[src/rtl/addsub_pipe.sv]
// addsub_pipe -- chunked, carry-pipelined adder/subtractor with valid/ready flow.
//
// The WIDTH-bit operation is split into STAGES chunks of C = WIDTH/STAGES bits.
// Stage k adds chunk k using the carry left behind by stage k-1. The operands,
// the partially built result and the running carry travel together as one beat.
// The last stage register is the output register.
//
// Optional feature macro: ADDSUB_PIPE_SAT_EN
//   When defined, an overflowing result is clamped to the most positive or most
//   negative value, depending on the sign of operand a.
//   When undefined, sum is the plain modulo 2^WIDTH result.
//
// Ports
//   clk        in   clock; all state changes on the rising edge
//   rst_n      in   synchronous active-low reset
//   in_valid   in   operand beat offered
//   in_ready   out  beat accepted this cycle (combinational on out_ready)
//   a, b       in   WIDTH-bit operands
//   cin        in   carry-in for addition; ignored when sub=1
//   sub        in   0: a+b+cin, 1: a-b
//   out_valid  out  result beat present
//   out_ready  in   downstream accepts the result
//   sum        out  WIDTH-bit result
//   cout       out  carry-out of the MSB chunk (for subtraction, 1 = no borrow)
//   ovf        out  signed two's-complement overflow
module addsub_pipe #(
    parameter int WIDTH  = 16,
    parameter int STAGES = 4
) (
    input  logic             clk,
    input  logic             rst_n,
    input  logic             in_valid,
    output logic             in_ready,
    input  logic [WIDTH-1:0] a,
    input  logic [WIDTH-1:0] b,
    input  logic             cin,
    input  logic             sub,
    output logic             out_valid,
    input  logic             out_ready,
    output logic [WIDTH-1:0] sum,
    output logic             cout,
    output logic             ovf
);

    localparam int C = WIDTH / STAGES;
    localparam logic [WIDTH-1:0] CHUNK_ONES = WIDTH'({C{1'b1}});

    // Per-stage state. b_reg holds the effective operand (already inverted
    // for subtraction), so later stages never need to know about sub.
    logic [STAGES-1:0] valid_reg;
    logic [WIDTH-1:0]  a_reg [STAGES];
    logic [WIDTH-1:0]  b_reg [STAGES];
    logic [WIDTH-1:0]  s_reg [STAGES];
    logic [STAGES-1:0] c_reg;

    // What each stage would load: source beat and the chunk-updated result.
    logic [STAGES-1:0] src_v;
    logic [STAGES-1:0] src_c;
    logic [WIDTH-1:0]  src_a  [STAGES];
    logic [WIDTH-1:0]  src_b  [STAGES];
    logic [WIDTH-1:0]  src_s  [STAGES];
    logic [WIDTH-1:0]  s_next [STAGES];
    logic [STAGES-1:0] c_next;
    logic [STAGES-1:0] load;

    genvar gi;
    generate
        for (gi = 0; gi < STAGES; gi++) begin : g_stage
            // Bits below gi are forced to 1 so that the compare below only
            // looks at stages gi..STAGES-1.
            localparam logic [STAGES-1:0] LOWER = STAGES'((64'd1 << gi) - 64'd1);

            logic [C:0] chunk_add;

            if (gi == 0) begin : g_first
                assign src_v[gi] = in_valid;
                assign src_a[gi] = a;
                assign src_b[gi] = sub ? ~b : b;
                assign src_s[gi] = '0;
                assign src_c[gi] = sub | cin;
            end else begin : g_chain
                assign src_v[gi] = valid_reg[gi-1];
                assign src_a[gi] = a_reg[gi-1];
                assign src_b[gi] = b_reg[gi-1];
                assign src_s[gi] = s_reg[gi-1];
                assign src_c[gi] = c_reg[gi-1];
            end

            assign chunk_add = {1'b0, src_a[gi][gi*C +: C]}
                             + {1'b0, src_b[gi][gi*C +: C]}
                             + {{C{1'b0}}, src_c[gi]};

            assign s_next[gi] = (src_s[gi] & ~(CHUNK_ONES << (gi*C)))
                              | (WIDTH'(chunk_add[C-1:0]) << (gi*C));
            assign c_next[gi] = chunk_add[C];

            // A stage may load unless it and every stage after it are full
            // and the output is stalled. Written in closed form so the stall
            // chain is a flat function of valid_reg and out_ready.
            assign load[gi] = out_ready || ((valid_reg | LOWER) != {STAGES{1'b1}});
        end
    endgenerate

    always_ff @(posedge clk) begin
        if (!rst_n) begin
            valid_reg <= '0;
            c_reg     <= '0;
            for (int k = 0; k < STAGES; k++) begin
                a_reg[k] <= '0;
                b_reg[k] <= '0;
                s_reg[k] <= '0;
            end
        end else begin
            for (int k = 0; k < STAGES; k++) begin
                if (load[k]) begin
                    valid_reg[k] <= src_v[k];
                    // Payload only moves with a real beat, so a held result
                    // is never disturbed by an upstream bubble.
                    if (src_v[k]) begin
                        a_reg[k] <= src_a[k];
                        b_reg[k] <= src_b[k];
                        s_reg[k] <= s_next[k];
                        c_reg[k] <= c_next[k];
                    end
                end
            end
        end
    end

    // Output decode from the last stage register; stable while stalled.
    logic             a_msb;
    logic             b_msb;
    logic [WIDTH-1:0] raw_sum;
    logic             ovf_w;

    assign a_msb   = a_reg[STAGES-1][WIDTH-1];
    assign b_msb   = b_reg[STAGES-1][WIDTH-1];
    assign raw_sum = s_reg[STAGES-1];
    assign ovf_w   = (a_msb == b_msb) && (raw_sum[WIDTH-1] != a_msb);

`ifdef ADDSUB_PIPE_SAT_EN
    assign sum = !ovf_w ? raw_sum :
                 (a_msb ? {1'b1, {(WIDTH-1){1'b0}}} : {1'b0, {(WIDTH-1){1'b1}}});
`else
    assign sum = raw_sum;
`endif

    assign ovf       = ovf_w;
    assign cout      = c_reg[STAGES-1];
    assign out_valid = rst_n & valid_reg[STAGES-1];
    assign in_ready  = rst_n & load[0];

endmodule

[config.mk]
export PLATFORM = sky130hd
export DESIGN_NAME = addsub_pipe
export DESIGN_NICKNAME = d
export VERILOG_FILES = /design/src/rtl/addsub_pipe.sv
export SDC_FILE = /design/constraint.sdc
export NUM_CORES = 1
export LEC_CHECK = 0
export BUFFER_PORTS_ARGS = -buffer_cell sky130_fd_sc_hd__buf_2
export CELL_PAD_IN_SITES_DETAIL_PLACEMENT = 0
export CELL_PAD_IN_SITES_GLOBAL_PLACEMENT = 1
export CORE_MARGIN = 2
export CORE_UTILIZATION = 47
export CTS_CLUSTER_DIAMETER = 60
export DETAILED_ROUTE_END_ITERATION = 12
export PLACE_DENSITY_LB_ADDON = 0.3
export REMOVE_ABC_BUFFERS = 1
export SLEW_MARGIN = 20
export SYNTH_ARGS = -nofsm -noshare
export SYNTH_HDL_FRONTEND = slang
export SYNTH_SLANG_ARGS = --single-unit
[constraint.sdc]
create_clock -name clk -period 3.6 [get_ports clk]
set_clock_uncertainty 0.05 [all_clocks]
set_input_delay 0.72 -clock clk [delete_from_list [all_inputs] [get_ports clk]]
set_output_delay 0.72 -clock clk [all_outputs]
set_load 0.03 [all_outputs]
==> results of run 1 <==
-- through the flow --
stage | cells | instance area [um^2] | hold slack, ns | worst slack (ns)
floorplan | 311 | 4290 | 0.384 | 1.14
global placement | 483 | 4750 | 0.390 | 0.813
detailed placement | 483 | 4750 | 0.407 | 0.758
CTS | 499 | 4940 | 0.421 | 1.03
global route | 499 | 4940 | 0.443 | 0.906
finish | 499 | 4940 | 0.417 | 1.07
-- critical path, cell delays in order --
cell	delay, ns
buf_2	0.33
inv_1	0.25
a21oi_4	0.22
buf_2	0.23
-- final timing paths --
path,slack [ns],endpoint,startpoint
max,1.07,in_ready,rst_n
max reg2reg,1.20,s_reg[1][3]$_SDFFCE_PN0P_,valid_reg[2]$_SDFFE_PN0N_
min reg2reg,0.42,valid_reg[2]$_SDFFE_PN0N_,valid_reg[1]$_SDFFE_PN0N_
min,0.42,valid_reg[2]$_SDFFE_PN0N_,valid_reg[1]$_SDFFE_PN0N_
-- cell type report --
cell class,count,area (um^2)
fill,808,4170
inverter,21,78.8
sequential,98,2860
clock inverter,7,67.6
multi-input combinational,192,1350
timing repair buffer,61,315
tap,111,139
clock buffer,9,124
-- layer usage --
| layer | up-vias | wire, um | track usage |
|---|---|---|---|
| met5 | - | 0 | 0 |
| met4 | 0 | 90 | 0.0727 |
| li1 | 1258 | - | - |
| met3 | 7 | 207 | 0.0251 |
| met1 | 1035 | 2670 | 0.155 |
| met2 | 54 | 2670 | 0.207 |
-- synth_stat cells (4+ instances only) --
cell | instances | share of area
ha_1 | 12 | 0.034
nor3_1 | 7 | 0.0080
xnor2_1 | 14 | 0.028
nand2_1 | 11 | 0.0094
and3_1 | 51 | 0.073
and2_1 | 17 | 0.024
xor2_1 | 5 | 0.010
nor2b_1 | 7 | 0.010
a21oi_1 | 8 | 0.0092
dfxtp_1 | 8 | 0.037
nor2_1 | 25 | 0.021
buf_2 | 4 | 0.0046
o21ai_0 | 7 | 0.0080
clkbuf_1 | 8 | 0.0069
o21a_1 | 4 | 0.0069
fa_1 | 8 | 0.037
edfxtp_1 | 90 | 0.62
inv_1 | 21 | 0.018
-- logic make-up (layout without fill, tap and decap cells) --
| group | after synthesis | in the layout |
|---|---|---|
| compound gates | 25 | 25 |
| buf+inv | 37 | 98 |
| xor+xnor | 19 | 19 |
| flops | 98 | 98 |
| simple gates | 128 | 128 |
| fa+ha+maj | 20 | 20 |
-- power by group --
part	total [mW]	switching [mW]	internal, mW
clock	0.671	0.399	0.272
combinational	0.217	0.128	0.0886
sequential	1.34	0.0204	1.32
total	2.22	0.548	1.68
==> out/results.txt, run 1 <==
status -> completed
Pwr Density -> 450 nW/um^2
fin crit share -> 0.704
min-delay worst type -> reg2reg
WL/cell -> 11.3 um
clock sink count -> 98
Post-CTS Hold Buffers -> 0
static leakage -> 2.15 nW
Nets -> 441
worst-margin pin slew -> 0.955 ns
reg2reg path depth -> 3
sequential fraction of the synthesis area -> 0.655
num ports -> 58
post-DP HPWL -> 4240 um
asr flop ratio synth -> 0
post-CTS setup buffer count -> 0
vias in the first global route -> 2,238
initial antenna violation count -> 0
largest net degree at the start of global routing -> 31
max frequency -> 0.395 GHz
first-pass GRT wire length -> 9780 um
fin crit period -> 2.53 ns
clock tree root driver cell -> clkbuf_8
top_reg_cell synth -> edfxtp_1
CP Capture Type -> output port
cells after synthesis -> 327
routability cong. -> 0.740
initial core utilization -> 0.480
share of cells above drive strength 1 -> 0.211
critical path required time -> 2.83 ns
mux share of post-synthesis cell area -> 0
cts repair resizes -> 0
syn_area_per_cell -> 13.4 um^2
Yosys cell types -> 32
Iter 0 DRT Violations -> 70
total grt overflow -> 0
worst-path fanout max -> 30
Power, Total -> 2.22 mW
Final Setup Violations -> 0
Clock transition at path regs -> 0.10 ns
WS Path Type -> in2out
compound-cell area share of the yosys netlist -> 0.0361
RSZ-0062 raised after global routing -> no
H-tree lvl count -> 3
EDFF count, synth -> 90
post-layout util -> 0.542
#FFs+latches synth -> 98
adder-cell share of the synthesized area -> 0.0710
WL final -> 5640 um
Worst-Skew Late Latency -> 0.36 ns
ANT nets after route -> 0
die height -> 100 um
commonest non-fill, non-tap cells in the layout -> edfxtp_1 (90), buf_2 (57), and3_1 (51), nor2_1 (25), inv_1 (21)
element type at the critical path start -> input pin
clk buf depth -> 2
leading cell type in the layout, fill and taps excluded -> edfxtp_1
Simple-Gate Fraction of Synth Area -> 0.164
P&R area growth vs syn -> 13.0%
Via density -> 4.72
# diodes -> 0
Die W -> 100 um
cts bufs inserted -> 9
DR pass1 iterations -> 4
warnings from Yosys -> 0
setup_tns -> 0 ns
Arr. time, crit path -> 1.76 ns
fin. max-slew vios -> 0
peak supply drop -> 0.201 mV
Final Hold Viols -> 0
# rows -> 35
residual DRC count -> 0
Synth Area in XOR/XNOR -> 0.0381
max FFs per register -> 40
largest family of logic cells by synthesized area -> simple AND/OR/NAND/NOR gates
Worst slew margin -> 0.364
Port Buffers -> 57
Max-cap violations -> 0
DR vias -> 2,354
core region area -> 9110 um^2
die area -> 10,100 um^2
cell area after synthesis -> 4370 um^2
WHS Path Cells -> 2
Total Routing Usage GR -> 0.126
TritonCTS clock tree -> built
No activity file was read; power rests on OpenSTA's default activity.
==> run 2: changes to the inputs <==
Clock period 3.6 ns to 2.44 ns, I/O delays scaled along.
==> run 2 against run 1 <==
Compared with the run above: combinational power is 51% higher; sequential power is 47% higher; hold slack worse by 0.036 ns; wire length is 3.4% higher; clock power is 46% higher; sequential cell count stayed put; power is 48% higher; final area is 0.76% higher; first-iteration DRC count is 14% lower; critical path depth is 3 higher; largest power group unchanged.
==> out/results.txt, run 2 (synthesized netlist as in run 1, its figures left out) <==
Worst slew margin -> 0.547
num ports -> 58
Arr. time, crit path -> 2.18 ns
element type at the critical path start -> input pin
HP Start -> out_ready
peak supply drop -> 0.246 mV
Via density -> 4.73
Crit-path slowest cell -> fa_1
largest net degree at the start of global routing -> 34
WS Path Type -> in2reg
post-DP HPWL -> 4500 um
WHS Path Cells -> 3
met2 WL -> 2800 um
DR WL met3 -> 271 um
commonest non-fill, non-tap cells in the layout -> edfxtp_1 (90), buf_2 (57), and3_1 (51), nor2_1 (25), inv_1 (21)
DR vias -> 2,384
Total Routing Usage GR -> 0.128
WL final -> 5830 um
fin crit share -> 0.819
clock sink count -> 98
DR pass1 iterations -> 4
Setup WS post-layout -> 0.442 ns
cts repair resizes -> 0
Final Hold Viols -> 0
die height -> 100 um
die area -> 10,100 um^2
Port Buffers -> 57
routability cong. -> 0.773
filler cell count -> 811
initial antenna violation count -> 0
Final Setup Violations -> 0
Post-CTS Hold Buffers -> 0
Max-cap violations -> 0
Nets -> 446
reg2reg path depth -> 6
hold slack -> 0.380 ns
pre-CTS WS -> 0.0628 ns
TritonCTS clock tree -> built
WL/cell -> 11.6 um
cells along the critical path -> buf_2 > or2_2 > fa_1 > fa_1 > a21o_1 > a21oi_1 > a311oi_1
residual DRC count -> 0
static leakage -> 2.17 nW
share of cells above drive strength 1 -> 0.221
# rows -> 35
P&R area growth vs syn -> 13.8%
clock tree root driver cell -> clkbuf_8
setup_tns -> 0 ns
worst-margin pin slew -> 0.678 ns
total grt overflow -> 0
status -> completed
Worst path max stage delay -> 0.43 ns
leading cell type in the layout, fill and taps excluded -> edfxtp_1
min-delay worst type -> in2reg
Die W -> 100 um
Top Layer Used -> met4
max FFs per register -> 40
post-CTS setup buffer count -> 0
core region area -> 9110 um^2
Top delay family on crit path -> adder cells
CP dominant cell by count -> fa_1
Critical path origin -> sub
max frequency -> 0.501 GHz
cts bufs inserted -> 9
Clock transition at path regs -> 0.10 ns
Pwr Density -> 660 nW/um^2
# diodes -> 0
RSZ-0062 raised after global routing -> no
Final Cell Area -> 4970 um^2
dpl cell area -> 4780 um^2
H-tree lvl count -> 3
Worst-Skew Late Latency -> 0.36 ns
initial core utilization -> 0.480
CP Capture Type -> flip-flop
CP bufs+invs -> 1
fin crit period -> 2.00 ns
first-pass GRT wire length -> 10,100 um
ANT nets after route -> 0
vias in the first global route -> 2,318
DRT met1 WL -> 2600 um
Iter 0 DRT Violations -> 60
fin. max-slew vios -> 0
clk buf depth -> 2
critical path required time -> 2.62 ns
CP Depth -> 7
worst r2r src -> c_reg[1]$_SDFFE_PN0P_
worst-path fanout max -> 3
[run 2: area by class of cell]
| type | instances | area (um^2) | area share |
|---|---|---|---|
| inverter | 21 | 78.8 | 0.0158 |
| tap | 111 | 139 | 0.0279 |
| sequential | 98 | 2860 | 0.575 |
| clock buffer | 9 | 124 | 0.0249 |
| multi-input combinational | 192 | 1350 | 0.271 |
| timing repair buffer | 66 | 353 | 0.0709 |
| clock inverter | 7 | 67.6 | 0.0136 |
[run 2: metrics by stage]
| step | util | instances | power [mW] |
|---|---|---|---|
| floorplan | - | 311 | 2.22 |
| global placement | 0.525 | 488 | 2.33 |
| detailed placement | 0.525 | 488 | 2.34 |
| CTS | 0.546 | 504 | 3.33 |
| global route | 0.546 | 504 | 3.44 |
| finish | 0.546 | 504 | 3.28 |
[run 2: routing by layer]
metal	vias up	track usage
li1	1272	-
met1	1033	0.154
met2	65	0.215
met3	14	0.0272
met4	0	0.0738
met5	-	0
[run 2: worst register-to-register path: stages, from the launching register on]
cell     delay (ns)
dfxtp_1        0.35
inv_1          0.07
fa_1           0.45
fa_1           0.40
nor2b_1        0.15
o21ai_0        0.09
a31oi_1        0.16
[run 2: power by group]
part | leakage (nW) | switching (mW) | internal [mW]
Clock | 0.0962 | 0.583 | 0.401
Combinational | 1.05 | 0.191 | 0.137
Sequential | 1.03 | 0.0294 | 1.94
[run 2: final timing paths]
check | slack [ns] | end
hold / removal | 0.38 | valid_reg[2]$_SDFFE_PN0N_
hold reg to reg | 0.42 | valid_reg[2]$_SDFFE_PN0N_
setup / recovery | 0.44 | c_reg[0]$_SDFFE_PN0P_
setup reg to reg | 0.65 | c_reg[2]$_SDFFE_PN0P_
==> run 3: changes to the inputs <==
Settings changed: CORE_UTILIZATION 47 to 42.
Clock period 2.44 ns to 1.6 ns, I/O delays scaled along.
==> run 3 against run 2 <==
Compared with the run above: the flow now finishes with violations (negative setup slack); clock power increased by 48%; first-iteration DRC count increased by 33%; setup slack got worse by 0.53 ns; sequential share of layout area decreased by 4.4 points; non-clock buffer count increased by 18; sequential cell count unchanged; sequential power increased by 52%; critical path depth decreased by 2.
==> out/results.txt, run 3 (synthesized netlist as in run 1, its figures left out) <==
status -> finished, violations left
failing checks -> negative setup slack
Final Hold Viols -> 0
filler cell count -> 886
Port Buffers -> 57
RSZ-0062 raised after global routing -> yes
worst-margin pin slew -> 0.424 ns
post-layout util -> 0.528
Total Routing Usage GR -> 0.117
critical path required time -> 1.66 ns
Via density -> 4.44
TritonCTS clock tree -> built
Crit-path slowest cell -> fa_2
die area -> 11,200 um^2
Max-cap violations -> 0
reg2reg setup slack -> -0.09 ns
H-tree lvl count -> 3
worst-path fanout max -> 2
static leakage -> 2.35 nW
peak supply drop -> 0.372 mV
share of cells above drive strength 1 -> 0.350
commonest non-fill, non-tap cells in the layout -> edfxtp_1 (90), buf_2 (53), and3_1 (51), nor2_1 (23), buf_4 (20)
CP dominant cell by count -> fa_2
DR pass1 iterations -> 4
largest net degree at the start of global routing -> 48
dpl cell area -> 4940 um^2
post-DP HPWL -> 4380 um
Clock transition at path regs -> 0.09 ns
first-pass GRT wire length -> 10,500 um
element type at the critical path start -> flip-flop
CP Capture Type -> flip-flop
die height -> 106 um
Final Setup Violations -> 9
Worst-Skew Late Latency -> 0.36 ns
Pwr Density -> 944 nW/um^2
routability cong. -> 0.706
DR vias -> 2,428
fin. max-slew vios -> 0
Arr. time, crit path -> 1.75 ns
cts bufs inserted -> 9
ANT nets after route -> 0
setup_tns -> -0.435 ns
WS Path Type -> reg2reg
clk buf depth -> 2
cells along the critical path -> inv_2 > fa_2 > fa_2 > nor2b_4 > nor3_2
CP bufs+invs -> 1
max frequency -> 0.592 GHz
min-delay worst type -> in2reg
fin crit share -> 1.06
WL final -> 6150 um
vias in the first global route -> 2,371
clock tree root driver cell -> clkbuf_8
Top delay family on crit path -> adder cells
Die W -> 106 um
# diodes -> 0
P&R area growth vs syn -> 23.6%
Worst path max stage delay -> 0.40 ns
initial antenna violation count -> 0
max FFs per register -> 40
# rows -> 37
clock sink count -> 98
leading cell type in the layout, fill and taps excluded -> edfxtp_1
Final Cell Area -> 5400 um^2
initial core utilization -> 0.427
Nets -> 464
Post-CTS Hold Buffers -> 0
hold slack -> 0.220 ns
Iter 0 DRT Violations -> 80
core region area -> 10,200 um^2
Setup WS post-layout -> -0.0898 ns
fin crit period -> 1.69 ns
num ports -> 58
Worst slew margin -> 0.717
WL/cell -> 11.2 um
total grt overflow -> 0
residual DRC count -> 0
[run 3: cell types whose count changed in the layout (fill, tap and decap cells not counted), moves of 5 or more]
| cell | previous run | this run |
|---|---|---|
| buf_4 | 9 | 20 |
| fa_1 | 8 | 0 |
| fa_2 | 0 | 8 |
| inv_1 | 21 | 14 |
| inv_2 | 0 | 7 |
| buf_12 | 0 | 5 |
| dfxtp_1 | 8 | 3 |
| dfxtp_2 | 0 | 5 |
| o21ai_0 | 7 | 2 |
[run 3: final cells by class]
class                   count  area, um^2  share of cell area
clock buffers               9         124              0.0229
clock inverters             7        58.8              0.0109
inverters                  21        78.8              0.0146
multi-input cells         192        1480               0.274
flip-flops and latches     98        2870               0.531
well taps                 136         170              0.0315
repair buffers             84         618               0.114
[run 3: final timing paths]
kind,from,endpoint,depth (start not counted)
worst max-delay path,a_reg[0][4]$_SDFFCE_PN0P_,s_reg[1][6]$_SDFFCE_PN0P_,5
worst min register to register,valid_reg[1]$_SDFFE_PN0N_,valid_reg[2]$_SDFFE_PN0N_,2
worst max register to register,a_reg[0][4]$_SDFFCE_PN0P_,s_reg[1][6]$_SDFFCE_PN0P_,5
worst min-delay path,a[7],a_reg[0][7]$_SDFFCE_PN0P_,2
[run 3: through the flow]
step                setup slack, ns  std cells  power (mW)
floorplan                    -0.479        311        3.38
global placement             -0.578        522        3.60
detailed placement           -0.612        522        3.61
CTS                         -0.0938        541        5.09
global route                 -0.141        547        5.34
finish                      -0.0898        547        5.10
[run 3: where the power goes]
part | internal, mW | switching [mW] | leakage [nW]
Clock | 0.592 | 0.860 | 0.0925
Sequential | 2.96 | 0.0438 | 1.03
Combinational | 0.306 | 0.339 | 1.23
Total | 3.86 | 1.24 | 2.35
[run 3: per-layer routing]
metal | GRT usage | routed length (um) | share of wire | vias up
met5 | 0 | 0 | 0 | -
met4 | 0.0508 | 110 | 0.018 | 0
met3 | 0.0294 | 295 | 0.048 | 9
met2 | 0.199 | 3020 | 0.49 | 54
met1 | 0.143 | 2730 | 0.44 | 1057
li1 | - | - | - | 1308
[run 3: worst register-to-register path, delay by kind of cell (launching register included)]
kind,cells,cell delay [ns]
adders and majority gates,2,0.80
DFF,1,0.35
and+or+nand+nor,2,0.20
buffers and inverters,1,0.04
[run 3: what timing repair did]
action                     in CTS  in global routing
buffers inserted                3                  4
pin swaps                      17                 16
gates cloned                    0                  2
resized for setup              29                 31
setup endpoints to repair      71                 48
